$ cat src/rtl/cla_share_ctrl.sv
// Shares one external 8-bit CLA slice between two requesters, sequencing multi-byte adds LSB first.
// Optional subtract support is compiled in with `define CLA_SHARE_SUB_EN.
module cla_share_ctrl #(
  parameter int NBYTES = 4,
  parameter int SETTLE = 1
) (
  input  logic                  clk,
  input  logic                  rst_n,
  input  logic                  req0_valid,
  output logic                  req0_ready,
  input  logic [8*NBYTES-1:0]   req0_a,
  input  logic [8*NBYTES-1:0]   req0_b,
  input  logic                  req0_cin,
`ifdef CLA_SHARE_SUB_EN
  input  logic                  req0_sub,
  input  logic                  req1_sub,
`endif
  input  logic                  req1_valid,
  output logic                  req1_ready,
  input  logic [8*NBYTES-1:0]   req1_a,
  input  logic [8*NBYTES-1:0]   req1_b,
  input  logic                  req1_cin,
  output logic [7:0]            cla_a,
  output logic [7:0]            cla_b,
  output logic                  cla_cin,
  input  logic [7:0]            cla_sum,
  input  logic                  cla_cout,
  output logic                  rsp_valid,
  input  logic                  rsp_ready,
  output logic [8*NBYTES-1:0]   rsp_sum,
  output logic                  rsp_cout,
  output logic                  rsp_id
);

  localparam int W     = 8 * NBYTES;
  localparam int IDX_W = (NBYTES > 1) ? $clog2(NBYTES) : 1;
  localparam int CNT_W = (SETTLE > 1) ? $clog2(SETTLE) : 1;
  localparam logic [IDX_W-1:0] LAST_IDX = IDX_W'(NBYTES - 1);
  localparam logic [CNT_W-1:0] LAST_CNT = CNT_W'(SETTLE - 1);

  typedef enum logic [1:0] {S_IDLE, S_RUN, S_RESP} state_t;

  state_t             r_state;
  state_t             w_next;
  logic               r_rr;
  logic [IDX_W-1:0]   r_idx;
  logic [CNT_W-1:0]   r_cnt;
  logic               r_carry;
  logic [W-1:0]       r_sum;
  logic [W-1:0]       r_a;
  logic [W-1:0]       r_b;
  logic               r_cin;
  logic               r_id;

  logic               w_any;
  logic               w_gnt;
  logic               w_accept;
  logic               w_last_cnt;
  logic               w_last_byte;
  logic [W-1:0]       w_sel_a;
  logic [W-1:0]       w_sel_b;
  logic               w_sel_cin;
  logic [W-1:0]       w_a_shift;
  logic [W-1:0]       w_b_shift;

  // Single valid requester wins outright; round-robin pointer only breaks ties.
  assign w_any       = req0_valid | req1_valid;
  assign w_gnt       = (req0_valid && req1_valid) ? r_rr : req1_valid;
  assign w_accept    = (r_state == S_IDLE) && w_any;
  assign w_last_cnt  = (r_cnt == LAST_CNT);
  assign w_last_byte = w_last_cnt && (r_idx == LAST_IDX);

  always_comb begin
    w_sel_a   = w_gnt ? req1_a : req0_a;
    w_sel_b   = w_gnt ? req1_b : req0_b;
    w_sel_cin = w_gnt ? req1_cin : req0_cin;
`ifdef CLA_SHARE_SUB_EN
    // a - b computed as a + ~b + 1; cout=1 then means no borrow.
    if (w_gnt ? req1_sub : req0_sub) begin
      w_sel_b   = ~w_sel_b;
      w_sel_cin = 1'b1;
    end
`endif
  end

  assign w_a_shift = r_a >> {r_idx, 3'b000};
  assign w_b_shift = r_b >> {r_idx, 3'b000};

  always_ff @(posedge clk or negedge rst_n) begin
    if (!rst_n) r_state <= S_IDLE;
    else        r_state <= w_next;
  end

  always_comb begin
    w_next = r_state;
    case (r_state)
      S_IDLE:  if (w_accept) w_next = S_RUN;
      S_RUN:   if (w_last_byte) w_next = S_RESP;
      S_RESP:  if (rsp_ready) w_next = S_IDLE;
      default: w_next = S_IDLE;
    endcase
  end

  always_comb begin
    req0_ready = 1'b0;
    req1_ready = 1'b0;
    cla_a      = 8'h00;
    cla_b      = 8'h00;
    cla_cin    = 1'b0;
    rsp_valid  = 1'b0;
    case (r_state)
      S_IDLE: begin
        // Gated by rst_n so both readys read 0 while reset is held.
        req0_ready = rst_n && w_any && !w_gnt;
        req1_ready = rst_n && w_any && w_gnt;
      end
      S_RUN: begin
        cla_a   = w_a_shift[7:0];
        cla_b   = w_b_shift[7:0];
        cla_cin = (r_idx == '0) ? r_cin : r_carry;
      end
      S_RESP:  rsp_valid = 1'b1;
      default: ;
    endcase
  end

  always_ff @(posedge clk or negedge rst_n) begin
    if (!rst_n) begin
      r_rr    <= 1'b0;
      r_idx   <= '0;
      r_cnt   <= '0;
      r_carry <= 1'b0;
      r_sum   <= '0;
      r_a     <= '0;
      r_b     <= '0;
      r_cin   <= 1'b0;
      r_id    <= 1'b0;
    end else begin
      if (w_accept) begin
        r_a   <= w_sel_a;
        r_b   <= w_sel_b;
        r_cin <= w_sel_cin;
        r_id  <= w_gnt;
        r_rr  <= ~w_gnt;
        r_idx <= '0;
        r_cnt <= '0;
      end else if (r_state == S_RUN) begin
        if (w_last_cnt) begin
          r_sum[{r_idx, 3'b000} +: 8] <= cla_sum;
          r_carry <= cla_cout;
          r_cnt   <= '0;
          if (r_idx != LAST_IDX) r_idx <= r_idx + 1'b1;
        end else begin
          r_cnt <= r_cnt + 1'b1;
        end
      end
    end
  end

  assign rsp_sum  = r_sum;
  assign rsp_cout = r_carry;
  assign rsp_id   = r_id;

endmodule

$ cat config.mk
export PLATFORM = sky130hd
export DESIGN_NAME = cla_share_ctrl
export DESIGN_NICKNAME = d
export VERILOG_FILES = /design/src/rtl/cla_share_ctrl.sv
export SDC_FILE = /design/constraint.sdc
export NUM_CORES = 1
export LEC_CHECK = 0
export BUFFER_PORTS_ARGS = -buffer_cell sky130_fd_sc_hd__buf_2
export CORE_MARGIN = 2
export CORE_UTILIZATION = 49
export CTS_CLUSTER_DIAMETER = 40
export DETAILED_ROUTE_END_ITERATION = 16
export GPL_ROUTABILITY_DRIVEN = 0
export MAX_ROUTING_LAYER = met4
export PLACE_DENSITY = 0.81
export SYNTH_ARGS = -nofsm -noshare
export SYNTH_HDL_FRONTEND = slang
export SYNTH_SLANG_ARGS = --single-unit
$ cat constraint.sdc
create_clock -name clk -period 2.8 [get_ports clk]
set_input_delay 0.56 -clock clk [delete_from_list [all_inputs] [get_ports clk]]
set_output_delay 0.56 -clock clk [all_outputs]
set_load 0.02 [all_outputs]
* Yosys cells after proc, flatten, opt, wreduce, memory -nomap -nowiden
Index checks and enable logic that the tools add are counted.
** Word-level totals
- Register bits after elaboration :: 105
- Bits of input ports :: 144
- Output and inout bits :: 54
- Logic and storage cells :: 66
** Cells by class
- Add/subtract/negate cells :: 3
- Equal/unequal tests :: 8
- Shifts and indexed selects :: 4
- Mux-type cells :: 23
- Bitwise operators :: 4
- Reductions and logical operators :: 14
** Operators with widths (number)
- $mux W32 :: 2
- $shr A32 B5 Y8 :: 2
- $bwmux W32 :: 1
- $shift A8 B7 Y32 const A :: 1
- $shiftx A8 B7 Y32 :: 1
- $mux W8 :: 2
- $mux W2 :: 7
- $mux W1 :: 10
- $reduce_and A3 Y1 :: 3
- $ne A2 B2 Y1 const B :: 4
- $neg A5 Y7 :: 1
- $logic_and A1 B1 Y1 :: 6
- $pmux W2 S3 :: 1
- $eq A2 B2 Y1 const B :: 2
- $logic_not A2 Y1 :: 2
- $reduce_bool A2 Y1 :: 2
- $not A1 Y1 :: 3
- $add A2 B1 Y2 const B :: 1
- $eq A2 B1 Y1 const B :: 1
- $ne A2 B1 Y1 const B :: 1
- $add A1 B1 Y1 const B :: 1
- $logic_not A1 Y1 :: 1
- $or A1 B1 Y1 :: 1

* Longest topological paths before layout
Gate-level depths: netlist of the first run.
- Depth after elaboration :: 5
- Gate-level depth with buffers :: 7
- Mapped depth without buffers :: 5

* Worst setup path before layout of the first run
No wires, ideal clock.
- Kind :: reg-to-output
- From :: reg r_idx[1]
- To :: out cla_cin
- Arrival time :: 1.689 ns
- Required time :: 2.240 ns
- Setup slack :: 0.551 ns
- Cell stages (with the launch flop) :: 7
- Buffers on the path :: 2
- Cells stage by stage :: dfrtp_1 > buf_2 > buf_1 > inv_1 > ha_1 > mux2i_1 > nor2_1
** Between the ends
- Cells in the longest elaborated chain, start to end :: 3
** Ends and longest elaborated chain
- start, declared :: line 46 : logic [IDX_W-1:0] r_idx;
- start signal, assigned :: line 152 : if (r_idx != LAST_IDX) r_idx <= r_idx + 1'b1;
- $logic_not A2 Y1 :: line 120 : cla_cin = (r_idx == '0) ? r_cin : r_carry;
- $mux W1 :: line 120
- $mux W1 :: line 111 : case (r_state)
- end, declared :: line 25 : output logic cla_cin,
No other way between the ends.

* Final worst setup path of the first run
- From :: reg r_idx[0]
- To :: out cla_a[5]
** Between the ends
- Cells in the longest elaborated chain, start to end :: 2
** Ends and longest elaborated chain
- $shr A32 B5 Y8 :: line 86 : assign w_a_shift = r_a >> {r_idx, 3'b000};
- $mux W8 :: line 111
- end, declared :: line 23 : output logic [7:0] cla_a,
No other way between the ends.

==> flow_summary.json, run 1 <==
{
  "vdd_ir_drop_max_uv": 495.2,
  "syn_area_per_cell_um2": 12.99,
  "crit_type": "register to output port",
  "totalWireLength_mm": 14.05,
  "postCtsHoldBufs": 0,
  "hold_viol": 0,
  "r2r_slack_ns": 0.64,
  "grt_pass1_vias": 4262,
  "r2r-start": "r_idx[1]",
  "finalPower_w": 0.006953,
  "worstMarginPinSlew_ns": 0.6554,
  "fin_crit_ns": 2.578,
  "relSlewSlack": 0.5615,
  "fp.coreArea_um2": 9774,
  "antenna_found_initial": 1,
  "io_buffers": 197,
  "hold_class": "primary input to async pin",
  "power.switching_w": 0.002864,
  "die_w_um": 104.4,
  "grt_pass1_wl_mm": 22.52,
  "rsz0062_at_grt": "no",
  "reg2reg_to": "rsp_sum[1]",
  "seqPwrFrac": 0.382,
  "final_util": 0.6388,
  "fillers": 791,
  "critical_path_required_ns": 2.24,
  "die_h_um": 104.4,
  "p_leak_nw": 3.351,
  "syn2layout_area_growth_pct": 26.52,
  "grt_max_degree": 90,
  "clkSinkCount": 104,
  "final_cell_mix": "buf_2, dfrtp_1, and3_1, a221o_1, a22o_1",
  "setup_tns_ns": 0,
  "firstDrtPassIters": 6,
  "drtIter0Drc": 327,
  "ant_nets": 0,
  "p_comb_frac": 0.488,
  "arrival_ns": 2.02,
  "placementRows": 36,
  "grt_usage": 0.2682,
  "yosysSeqAreaShare": 0.5274,
  "clk_pin_slew_worst_paths_ns": 0.11,
  "finalCritPeriodShare": 0.9206,
  "htree_levels": 3,
  "ys_seq_elements": 104,
  "slew_violations": 0,
  "holdWs_ns": 0.06385,
  "clk_path_buf_depth": 2,
  "hpwl_mm": 9.917,
  "sw_frac_of_total": 0.4119,
  "routed-via-count": 4237,
  "syn_nets": 530,
  "grt_overflow": 0,
  "cts_resized": 0,
  "status": "complete, no violations",
  "start_util": 0.5049,
  "drive_above_1_share": 0.4359,
  "final_nets": 714,
  "crit_fanout": 18,
  "synth_cell_types": 31,
  "fmax_mhz": 388.0,
  "powerDensity_nw_per_um2": 1114,
  "critPathLaunchType": "register",
  "insertion_delay_ns": 0.36,
  "p_clk_frac": 0.130,
  "maxCapViolCount": 0,
  "synth_area_um2": 4935,
  "dieArea_um2": 10890,
  "fin_skew_ns": 0.01377,
  "drc": 0,
  "cp-end-kind": "output port",
  "power.internal_w": 0.004089,
  "wl_per_cell_um": 19.98,
  "cts_tree": "built",
  "placedCellCount": 686,
  "io_pins": 198,
  "final_cells": 703,
  "cts_root_buf": "clkbuf_8",
  "final_common_cell": "buf_2",
  "r2r_cells": 5,
  "setup_violations": 0,
  "syn_inst": 380,
  "cts_setup_buffers": 0,
  "viasPerCell": 6.027,
  "yosys_warnings": 0,
  "cts_buffers": 9
}
==> kinds of logic after synthesis <==
group | synth area share
AO/OA/AOI/OAI | 0.2008
XOR/XNOR | 0.001775
adder cells (fa/ha/maj) | 0.01521
buffers and inverters | 0.03778
flip-flops | 0.5274
multiplexers | 0.07505
AND/OR/NAND/NOR | 0.1420
==> synth_stat cells (all sizes together) <==
| library cell | n | area share |
|---|---|---|
| dfrtp | 104 | 0.53 |
| a22o | 34 | 0.060 |
| mux4 | 16 | 0.073 |
| and3 | 67 | 0.085 |
| o21a | 1 | 0.0015 |
| a21oi | 1 | 0.0010 |
| nor4 | 3 | 0.013 |
| ha | 6 | 0.015 |
| nor2b | 2 | 0.0025 |
| and2 | 17 | 0.022 |
| clkbuf | 23 | 0.018 |
| nand2b | 4 | 0.0051 |
| inv | 3 | 0.0023 |
| nor3b | 1 | 0.0015 |
| nand2 | 8 | 0.0061 |
| buf | 12 | 0.017 |
| mux2i | 1 | 0.0020 |
| a21boi | 1 | 0.0015 |
| xnor2 | 1 | 0.0018 |
| nor2 | 4 | 0.0036 |
| a221o | 65 | 0.13 |
| a21o | 1 | 0.0015 |
| nand4bb | 1 | 0.0023 |
| o21ai | 3 | 0.0030 |
| nand3b | 1 | 0.0015 |
==> final cells by class <==
class                   count  area [µm²]  area share
clock buffers               9       123.9     0.01984
diodes                      1       2.502   0.0004008
well taps                 133       166.4     0.02665
inverters                   3       11.26    0.001804
flip-flops and latches    104        2603      0.4168
multi-input cells         238        2177      0.3487
clock inverters             7       63.81     0.01022
repair buffers            208        1096      0.1756
==> routing by layer <==
metal | vias to the layer above | wire length (µm) | part of all wire | GRT usage
met5 | - | 0 | 0 | -
met4 | 0 | 318 | 0.023 | 0.1042
met3 | 25 | 865 | 0.062 | 0.04073
met2 | 209 | 6599 | 0.47 | 0.3968
met1 | 2112 | 6261 | 0.45 | 0.3753
li1 | 1891 | - | - | -
==> through the flow <==
step,setup WS (ns),cell area (µm²)
after detailed placement,0.6216,6053
after CTS,0.2103,6241
after global routing,0.1458,6243
after floorplan,0.5505,4935
final,0.2224,6243
after global placement,0.6643,6053
==> worst max-delay path, stage by stage, from the launching register on <==
cell and delay [ns]:
dfrtp_1 0.54, buf_12 0.25, mux4_2 0.52, and2_1 0.18, buf_2 0.16
==> power groups by stage <==
stage                     Sequential, W  Clock (W)  Combinational, W
after detailed placement        0.00266          0           0.00340
final                           0.00266   0.000902           0.00339
after global placement          0.00264          0           0.00332
after CTS                       0.00264   0.000921           0.00341
after global routing            0.00273   0.000982           0.00366
after floorplan                 0.00267          0           0.00228
==> worst max-delay path by stage <==
stage	startpoint	end	slack, ns
final	r_idx[0]	cla_a[5]	0.22
after global routing	r_idx[0]	cla_a[5]	0.15
after CTS	r_idx[0]	cla_a[5]	0.21
after detailed placement	r_idx[0]	cla_a[5]	0.62
after global placement	r_idx[0]	cla_a[0]	0.66
after floorplan	r_idx[1]	cla_cin	0.55
==> sequential cells by signal, summed over array words and instances (netlist names) <==
| name | cells |
|---|---|
| rsp_id | 1 |
| rsp_sum | 32 |
| r_b | 32 |
| r_cin | 1 |
| r_state | 2 |
| r_rr | 1 |
| r_idx | 2 |
| r_a | 32 |
| rsp_cout | 1 |
Power figures use the tool's default switching activity.
==> run 2, diff against run 1 <==
- ABC_AREA: default -> 1
- CORE_UTILIZATION: 49 -> 51
==> flow_summary.json, run 2 <==
{
  "drc": 0,
  "fillers": 1056,
  "placementRows": 39,
  "setup_violations": 0,
  "firstDrtPassIters": 7,
  "maxCapViolCount": 0,
  "final_nets": 1097,
  "synth_area_um2": 5842,
  "crit_type": "register to output port",
  "synth_common_cells": "nand2_1, nand3_1, dfrtp_1",
  "grt_pass1_wl_mm": 27.55,
  "cp-end-kind": "output port",
  "synth_top_area_cell": "dfrtp_1",
  "hold_viol": 0,
  "synth_top_area_frac": 0.4455,
  "drtIter0Drc": 606,
  "crit_fanout": 38,
  "rsz0062_at_grt": "no",
  "drive_above_1_share": 0.2574,
  "setup_tns_ns": 0,
  "async_flop_share": 1.000,
  "r2r-start": "r_idx[0]",
  "synth_edf_count": 0,
  "fin_skew_ns": 0.008520,
  "relSlewSlack": 0.5235,
  "ys_top_cells_by_area": "dfrtp_1, nand3_1, nand2_1, nand4_1, inv_1",
  "seqPwrFrac": 0.315,
  "finalCritPeriodShare": 0.9090,
  "regArea_um2": 2603,
  "clk_pin_slew_worst_paths_ns": 0.08,
  "grt_pass1_vias": 5552,
  "start_util": 0.5160,
  "syn_area_per_cell_um2": 7.442,
  "p_comb_frac": 0.529,
  "power.switching_w": 0.004013,
  "fin_crit_ns": 2.545,
  "grt_overflow": 0,
  "p_leak_nw": 3.915,
  "synth_cell_types": 24,
  "syn_inst": 785,
  "die_w_um": 111.0,
  "vdd_ir_drop_max_uv": 577.3,
  "clk_path_buf_depth": 2,
  "wl_per_cell_um": 15.43,
  "cts_tree": "built",
  "cts_root_buf": "clkbuf_16",
  "io_pins": 198,
  "io_buffers": 197,
  "slew_violations": 0,
  "worstMarginPinSlew_ns": 0.7148,
  "arrival_ns": 1.99,
  "status": "complete, no violations",
  "r2r_slack_ns": 0.59,
  "hold_class": "primary input to async pin",
  "clkSinkCount": 104,
  "p_clk_frac": 0.155,
  "postCtsHoldBufs": 0,
  "syn2layout_area_growth_pct": 21.35,
  "syn_nets": 935,
  "final_cell_mix": "nand2_1, buf_2, nand3_1, dfrtp_1, inv_1",
  "htree_levels": 3,
  "powerDensity_nw_per_um2": 1172,
  "final_util": 0.6262,
  "ant_nets": 0,
  "yosys_most_used_dff": "dfrtp_1",
  "dieArea_um2": 12330,
  "yosysSeqAreaShare": 0.4455,
  "final_area_um2": 7089,
  "reg2reg_to": "rsp_sum[5]",
  "r2r_cells": 7,
  "viasPerCell": 5.557,
  "cts_setup_buffers": 0,
  "ys_seq_elements": 104,
  "hpwl_mm": 11.41,
  "totalWireLength_mm": 16.90,
  "yosysMostFrequentCell": "nand2_1",
  "insertion_delay_ns": 0.34,
  "cts_resized": 0,
  "fp.coreArea_um2": 11320,
  "cts_buffers": 9,
  "yosys_warnings": 0,
  "antenna_found_initial": 0,
  "grt_usage": 0.2807,
  "die_h_um": 111.0,
  "critPathLaunchType": "register",
  "sw_frac_of_total": 0.4829,
  "power.internal_w": 0.004297,
  "multi_input_area_um2": 2609,
  "diodes": 0,
  "fmax_mhz": 392.9,
  "placed_cell_area_um2": 6788,
  "routed-via-count": 6085,
  "grt_max_degree": 67,
  "final_common_cell": "nand2_1",
  "critical_path_required_ns": 2.24
}
-- run 2: kinds of logic (layout without fill, tap and decap cells) --
logic type               count (synthesis)  in the layout  synth area share
buffers and inverters                  141            308            0.1109
adder cells (fa/ha/maj)                  6              6           0.01285
AO/OA/AOI/OAI                           36             36           0.03277
AND/OR/NAND/NOR                        498            498            0.3979
flip-flops                             104            104            0.4455
-- run 2: worst max-delay path: stages, from the launching register on --
cell     delay [ns]
dfrtp_1        0.40
inv_2          0.52
ha_1           0.30
nand2_1        0.06
a21oi_1        0.16
buf_2          0.20
-- run 2: final cells by class --
| class | instances | share of cell area |
|---|---|---|
| clock buffer | 9 | 0.03177 |
| clock inverter | 7 | 0.01077 |
| inverter | 81 | 0.04289 |
| multi-input combinational | 540 | 0.3680 |
| sequential | 104 | 0.3671 |
| tap | 143 | 0.02524 |
| timing repair buffer | 211 | 0.1543 |
-- run 2: worst max-delay path by stage --
stage               start         end  slack (ns)  depth (start not counted)
2_1_floorplan    r_idx[1]     cla_cin        0.65                          7
3_3_place_gp   req1_valid  req0_ready        0.64                          6
3_5_place_dp     r_idx[0]  rsp_sum[5]        0.61                          7
4_1_cts          r_idx[0]     cla_cin        0.26                          5
5_1_grt          r_idx[0]     cla_cin        0.13                          5
6_report         r_idx[0]     cla_cin        0.25                          5
-- run 2: stage by stage --
step	std cells	hold WS, ns	worst slack [ns]	total power, W
2_1_floorplan	785	0.2644	0.6517	0.005836
3_3_place_gp	1079	0.4526	0.6422	0.006903
6_report	1095	0.3649	0.2548	0.008310
5_1_grt	1095	0.4051	0.1337	0.008967
3_5_place_dp	1079	0.4537	0.6138	0.006986
4_1_cts	1095	0.3980	0.2614	0.008298
-- run 2: routing by layer --
metal | wire length (µm) | GRT usage | vias up | share of wire
met4 | 411 | 0.08313 | 0 | 0.024
met1 | 7387 | 0.3819 | 2854 | 0.44
met5 | 0 | - | - | 0
met3 | 1096 | 0.03609 | 39 | 0.065
met2 | 8004 | 0.4462 | 286 | 0.47
li1 | - | - | 2906 | -
-- run 2: power groups by stage --
| stage | Combinational, W | Clock, W | Sequential, W |
|---|---|---|---|
| after global placement | 0.00428 | 0 | 0.00262 |
| after global routing | 0.00489 | 0.00137 | 0.00270 |
| final | 0.00440 | 0.00129 | 0.00262 |
| after floorplan | 0.00302 | 0 | 0.00282 |
| after CTS | 0.00438 | 0.00131 | 0.00261 |
| after detailed placement | 0.00436 | 0 | 0.00263 |
